### config.mk
export PLATFORM = sky130hd
export DESIGN_NAME = neuron_bwd
export DESIGN_NICKNAME = d
export VERILOG_FILES = /design/src/rtl/neuron_pkg.sv /design/src/rtl/fx_requant.sv /design/src/rtl/neuron_bwd.sv
export SDC_FILE = /design/constraint.sdc
export NUM_CORES = 2
export LEC_CHECK = 0
export ABC_AREA = 1
export BUFFER_PORTS_ARGS = -buffer_cell sky130_fd_sc_hd__buf_2
export CORE_UTILIZATION = 40
export CTS_BUF_LIST = sky130_fd_sc_hd__clkbuf_8 sky130_fd_sc_hd__clkbuf_16
export DETAILED_ROUTE_END_ITERATION = 7
export GPL_TIMING_DRIVEN = 0
export HOLD_SLACK_MARGIN = 0.03
export PLACE_DENSITY_LB_ADDON = 0.12
export SLEW_MARGIN = 20
export SYNTH_ARGS = -nofsm -noshare
export SYNTH_HDL_FRONTEND = slang
export SYNTH_SLANG_ARGS = --single-unit
### constraint.sdc
create_clock -name clk -period 8.8 [get_ports clk]
set_input_delay 0 -clock clk [delete_from_list [all_inputs] [get_ports clk]]
set_output_delay 0 -clock clk [all_outputs]
set_load 0.02 [all_outputs]
### src/rtl/neuron_pkg.sv
// Shared types and the fixed-point requantiser for the neuron datapaths.
// Defaults match the forward neuron so both directions agree on format.
package neuron_pkg;

  localparam int WIDTH_DEF = 16;
  localparam int FRAC_DEF  = 8;

  typedef enum logic [1:0] {
    IDLE,
    CALC,
    DONE
  } state_t;

  // Returns {sat, value}: floor-shift by frac, then clamp to the WIDTH_DEF range.
  function automatic logic [WIDTH_DEF:0] requant(input logic signed [2*WIDTH_DEF-1:0] prod,
                                                  input int unsigned frac);
    logic signed [2*WIDTH_DEF-1:0] sh;
    logic                          in_range;
    sh       = prod >>> frac;
    in_range = (&sh[2*WIDTH_DEF-1:WIDTH_DEF-1]) || !(|sh[2*WIDTH_DEF-1:WIDTH_DEF-1]);
    if (in_range) begin
      return {1'b0, sh[WIDTH_DEF-1:0]};
    end else if (sh[2*WIDTH_DEF-1]) begin
      return {1'b1, 1'b1, {(WIDTH_DEF-1){1'b0}}};
    end else begin
      return {1'b1, 1'b0, {(WIDTH_DEF-1){1'b1}}};
    end
  endfunction

endpackage

### src/rtl/fx_requant.sv
// Combinational requantiser: 2*WIDTH signed product -> WIDTH bits.
// Floor shift by FRAC (arithmetic), then saturate and flag it.
module fx_requant
  import neuron_pkg::*;
#(
  parameter int WIDTH = WIDTH_DEF,
  parameter int FRAC  = FRAC_DEF
) (
  input  logic signed [2*WIDTH-1:0] prod_i,
  output logic signed [WIDTH-1:0]   q_o,
  output logic                      sat_o
);

  logic signed [2*WIDTH-1:0] shifted;
  logic                      in_range;

  assign shifted = prod_i >>> FRAC;
  // Representable only when the discarded top bits are all copies of the new sign bit.
  assign in_range = (&shifted[2*WIDTH-1:WIDTH-1]) || !(|shifted[2*WIDTH-1:WIDTH-1]);
  assign sat_o    = !in_range;

  always_comb begin
    q_o = shifted[WIDTH-1:0];
    if (!in_range) begin
      q_o = shifted[2*WIDTH-1] ? {1'b1, {(WIDTH-1){1'b0}}} : {1'b0, {(WIDTH-1){1'b1}}};
    end
  end

endmodule

### src/rtl/neuron_bwd.sv
// Serial backward pass: grad_in[i] = w[i]*delta, grad_w[i] = x[i]*delta, one element per cycle.
// Accept -> results valid after N CALC cycles; results held in DONE until out_ready.
module neuron_bwd
  import neuron_pkg::*;
#(
  parameter int                 WIDTH        = WIDTH_DEF,
  parameter int                 N            = 4,
  parameter int                 FRAC         = FRAC_DEF,
  parameter logic [N*WIDTH-1:0] WEIGHTS_FLAT = {16'd3072, 16'd7808, -16'd2560, -16'd77}
) (
  input  logic                    clk,
  input  logic                    rst,
  input  logic                    in_valid,
  output logic                    in_ready,
  input  logic signed [WIDTH-1:0] delta,
  input  logic signed [WIDTH-1:0] x_in    [N],
  output logic                    out_valid,
  input  logic                    out_ready,
  output logic signed [WIDTH-1:0] grad_in [N],
  output logic signed [WIDTH-1:0] grad_w  [N],
  output logic                    sat
);

  localparam int IDXW = (N > 1) ? $clog2(N) : 1;

  state_t                  state_q;
  logic [IDXW-1:0]         idx_q;
  logic                    in_ready_q;
  logic                    out_valid_q;
  logic                    sat_q;
  logic signed [WIDTH-1:0] delta_q;
  logic signed [WIDTH-1:0] x_q       [N];
  logic signed [WIDTH-1:0] grad_in_q [N];
  logic signed [WIDTH-1:0] grad_w_q  [N];

  logic signed [WIDTH-1:0]   w_sel;
  logic signed [WIDTH-1:0]   x_sel;
  logic signed [2*WIDTH-1:0] p_in;
  logic signed [2*WIDTH-1:0] p_w;
  logic signed [WIDTH-1:0]   q_in;
  logic signed [WIDTH-1:0]   q_w;
  logic                      s_in;
  logic                      s_w;

  // Weight 0 lives in the most significant chunk of WEIGHTS_FLAT.
  always_comb begin
    w_sel = '0;
    x_sel = '0;
    for (int i = 0; i < N; i++) begin
      if (idx_q == IDXW'(i)) begin
        w_sel = $signed(WEIGHTS_FLAT[(N-i)*WIDTH-1 -: WIDTH]);
        x_sel = x_q[i];
      end
    end
  end

  assign p_in = (2*WIDTH)'(w_sel) * (2*WIDTH)'(delta_q);
  assign p_w  = (2*WIDTH)'(x_sel) * (2*WIDTH)'(delta_q);

  fx_requant #(.WIDTH(WIDTH), .FRAC(FRAC)) u_rq_in (
    .prod_i (p_in),
    .q_o    (q_in),
    .sat_o  (s_in)
  );

  fx_requant #(.WIDTH(WIDTH), .FRAC(FRAC)) u_rq_w (
    .prod_i (p_w),
    .q_o    (q_w),
    .sat_o  (s_w)
  );

  always_ff @(posedge clk) begin
    if (rst) begin
      state_q     <= IDLE;
      idx_q       <= '0;
      in_ready_q  <= 1'b1;
      out_valid_q <= 1'b0;
      sat_q       <= 1'b0;
      delta_q     <= '0;
      for (int i = 0; i < N; i++) begin
        x_q[i]       <= '0;
        grad_in_q[i] <= '0;
        grad_w_q[i]  <= '0;
      end
    end else begin
      case (state_q)
        IDLE: begin
          if (in_valid) begin
            delta_q    <= delta;
            x_q        <= x_in;
            sat_q      <= 1'b0;
            idx_q      <= '0;
            in_ready_q <= 1'b0;
            state_q    <= CALC;
          end
        end
        CALC: begin
          grad_in_q[idx_q] <= q_in;
          grad_w_q[idx_q]  <= q_w;
          sat_q            <= sat_q | s_in | s_w;
          if (idx_q == IDXW'(N-1)) begin
            idx_q       <= '0;
            out_valid_q <= 1'b1;
            state_q     <= DONE;
          end else begin
            idx_q <= idx_q + IDXW'(1);
          end
        end
        DONE: begin
          if (out_ready) begin
            out_valid_q <= 1'b0;
            in_ready_q  <= 1'b1;
            state_q     <= IDLE;
          end
        end
        default: begin
          state_q    <= IDLE;
          in_ready_q <= 1'b1;
        end
      endcase
    end
  end

  assign in_ready  = in_ready_q;
  assign out_valid = out_valid_q;
  assign sat       = sat_q;
  assign grad_in   = grad_in_q;
  assign grad_w    = grad_w_q;

endmodule

==> metrics.md <==
| Metric | Value |
|---|---|
| Status | `finished, final reports clean` |
| Max-Cap Viols | `0` |
| Final Hold Fails | `0` |
| Wire per inst | `between 15 and 20 microns` |
| Sink Count | `215` |
| Initial DRC Count | `approximately 1,300` |
| Layout cells sized above 1 | `10.2%` |
| Routed Antenna Nets | `0` |
| Hold Slack | `0.241 ns` |
| Initial antenna violation count | `3` |
| Yosys cell types | `slightly above 50` |
| Chip height | `262 microns` |
| Fin util | `46.4%` |
| CP Capture Type | `flop` |
| CP Launch Point | `idx_q[1]$_SDFFE_PP0P_` |
| # DRC | `0` |
| WP data required | `9.25 ns` |
| HP Start | `x_in[29]` |
| CTS root buf | `clkbuf_16` |
| DP HPWL | `roughly 72 mm` |
| DR top layer | `met4` |
| Largest net degree at the start of global routing | `14` |
| Leakage | `0.0165 uW` |
| CP max stage cell | `fa_1` |
| Final GP Congestion | `0.932` |
| Ports | `approximately 220` |
| Horiz. Die Dim | `between 200 and 300 microns` |
| Clock power share | `around 18%` |
| Async set or reset register ratio after synthesis | `0%` |
| DR vias | `22,767` |
| Met2 Routed Length | `between 40 and 50 mm` |
| Clock Path Buffers | `3` |
| Core box area | `around 0.067 sq mm` |
| Synth area leaders | `fa_1 (34%), dfxtp_1 (16%), inv_1 (11%), ha_1 (8.4%), nand2_1 (6.8%)` |
| Pwr Density | `roughly 190 mW/mm^2` |
| GRT Residual Overflow | `0` |
| Unrepaired setup endpoints after global routing | `false` |
| Global Route Usage Sum | `between 20% and 30%` |
| DP Worst Slack | `-0.226 ns` |
| Yosys top cell area share | `between 30% and 40%` |
| Worst Clk Skew | `0.0278 ns` |
| Top FF cell, synth | `dfxtp_1` |
| Achievable frequency | `about 120 MHz` |
| VDD IR max | `between 0.1 and 0.15 mV` |
| CTS buffer count | `26` |
| Synthesized area | `around 0.027 sq mm` |
| CTS tree | `built` |
| Nets | `between 4,000 and 5,000` |
| Final worst path period share | `a little over nine tenths` |
| Seq/Total Area, Yosys | `15.9%` |
| Crit start category | `flop` |
| Post-route insts no fill | `4,617` |
| Flop pwr share | `about 18%` |
| Worst-skew pair later-pin latency | `~0.57 ns` |
| Critical path class | `flop to flop` |
| Worst flop-to-flop path startpoint | `idx_q[1]$_SDFFE_PP0P_` |
| Slew Limit Headroom | `30.6%` |
| #FFs+latches synth | `215` |
| Met1 wire length | `roughly 37 mm` |
| Row count | `95` |
| Syn_nets | `just over 4,000` |
| Final Max Tran Viols | `0` |
| Die ar. | `between 0.06 and 0.07 sq mm` |
| Cell taking the most area after synthesis | `fa_1` |
| Via density | `approximately 4.9` |
| Wirelength, routed | `around 86 mm` |
| Placed Instances | `4,477` |
| Clock transition at the registers of the reported paths | `about 0.060 ns` |
| Combinational share of power | `63.8%` |
| Slew @ Worst Pin | `about 1.0 ns` |
| Sw Share | `approximately 50%` |
| First-pass GRT wire length | `between 100 and 150 mm` |
| WP data arrival | `roughly 9 ns` |
| Synth Warn # | `0` |
| CTS H-tree lvls | `1` |
| Avg Cell Area, Syn | `about 8.0 sq um` |
| Met3 WL | `around 3.7 mm` |
| Fillers | `~7,000` |
| Commonest cells post-synth | `inv_1 (781), nand2_1 (491), fa_1 (457)` |
| Detailed-router iteration count before antenna repair | `5` |
| Switch Pwr | `~3000 uW` |
| Period minus WS final | `roughly 8.3 ns` |
| Synth-to-Final Area Change | `14.7%` |
| Internal | `around 3000 uW` |
| Port Buffer Count | `about 210` |
| Initial Util | `40.4%` |
| EDFF count, synth | `0` |
| Vias in the first global route | `about 24,000` |
| Slowest Stage Delay on Critical Path | `0.57 ns` |
| Post-Syn Instances | `3,390` |
| Count leader, synth | `inv_1` |
| Final Setup Violations | `0` |
| Final setup margin | `roughly 0.47 ns` |
| Critical path peak fanout | `10` |
| Hold WC Path Type | `input port to flop` |
==> layout make-up <==
cell class,instances,area (sq um),share of cell area (%)
clock inverters,16,124,0.399
multi-input cells,2243,19200,61.9
flip-flops and latches,215,4300,13.9
diodes,2,5.00,0.0161
plain buffers,132,598,1.92
well taps,873,1090,3.52
clock buffers,32,733,2.36
repair buffers,304,1950,6.29
inverters,800,3030,9.76
==> metrics by stage <==
stage	instance area (sq um)	total power (uW)	setup TNS, ns
after floorplan	27100	3780	0
after global placement	29200	4890	-21.36
after detailed placement	29200	4880	-14.03
after CTS	30900	6010	0
after global routing	31100	6540	0
final	31100	5980	0
==> final timing paths <==
| kind | slack [ns] | depth (start not counted) | to |
|---|---|---|---|
| max reg2reg | 0.47 | 36 | grad_w[48]$_SDFFE_PP0P_ |
| min reg2reg | 0.47 | 2 | x_q[17]$_SDFFE_PP0P_ |
| max | 0.47 | 36 | grad_w[48]$_SDFFE_PP0P_ |
| min | 0.24 | 4 | x_q[29]$_SDFFE_PP0P_ |
==> layout by cell type (no fill, tap or decap), types with 13 or more instances in the layout <==
cell type	count
fa_1	455
xor2_1	28
clkbuf_16	26
dlygate4sd3_1	83
o211ai_1	71
nor2_1	428
nand2_1	482
dfxtp_1	215
nand2_4	22
buf_2	236
nand2_2	19
o21ai_0	124
buf_1	13
ha_1	180
nor3_1	14
o21a_1	64
a21oi_1	74
xnor2_1	16
clkbuf_1	83
buf_4	13
inv_1	781
nand3_1	180
a22oi_1	14
==> power by group through the flow <==
stage	clock, uW	sequential, uW	combinational (uW)
CTS	1090	1090	3830
global placement	0	1110	3780
global route	1130	1100	4320
finish	1070	1090	3810
floorplan	0	1140	2640
detailed placement	0	1110	3770
==> critical path, delay by kind of cell (launching register included) <==
kind	cells	cell delay [ns]
and+or+nand+nor	14	1.86
adders and majority gates	8	3.81
AOI/OAI and AO/OA	4	0.78
buffers and inverters	9	1.10
xor gates and xnor gates	1	0.19
DFF	1	0.46
==> cell families after synthesis <==
logic type                 share of synthesized area [%]
other                                             0.0277
and+or+nand+nor                                     18.3
buffers and inverters                               13.3
xor gates and xnor gates                            1.58
adders and majority gates                           42.1
AOI/OAI and AO/OA                                   8.76
DFF                                                 15.9
==> what timing repair did <==
item	4_1_cts	5_1_grt
hold buffers	83	0
hold endpoints to repair	85	0
setup endpoints to repair	121	121
resized for setup	7	35
buffers inserted	0	7
gates cloned	0	0
pin swaps	0	1
==> sequential cells by signal, summed over array words and instances, names as in the netlist <==
name and count:
idx_q 2, sat 1, state_q 2, x_q 64, out_valid 1, delta_q 16
grad_in 64, grad_w 64, in_ready 1
==> per-layer routing <==
metal,GRT usage (%),up-vias
met2,44.3,537
met3,2.50,139
met4,8.72,0
met5,0,-
li1,-,10908
met1,34.6,11183
Note: power is estimated with default switching activity, not from simulation.
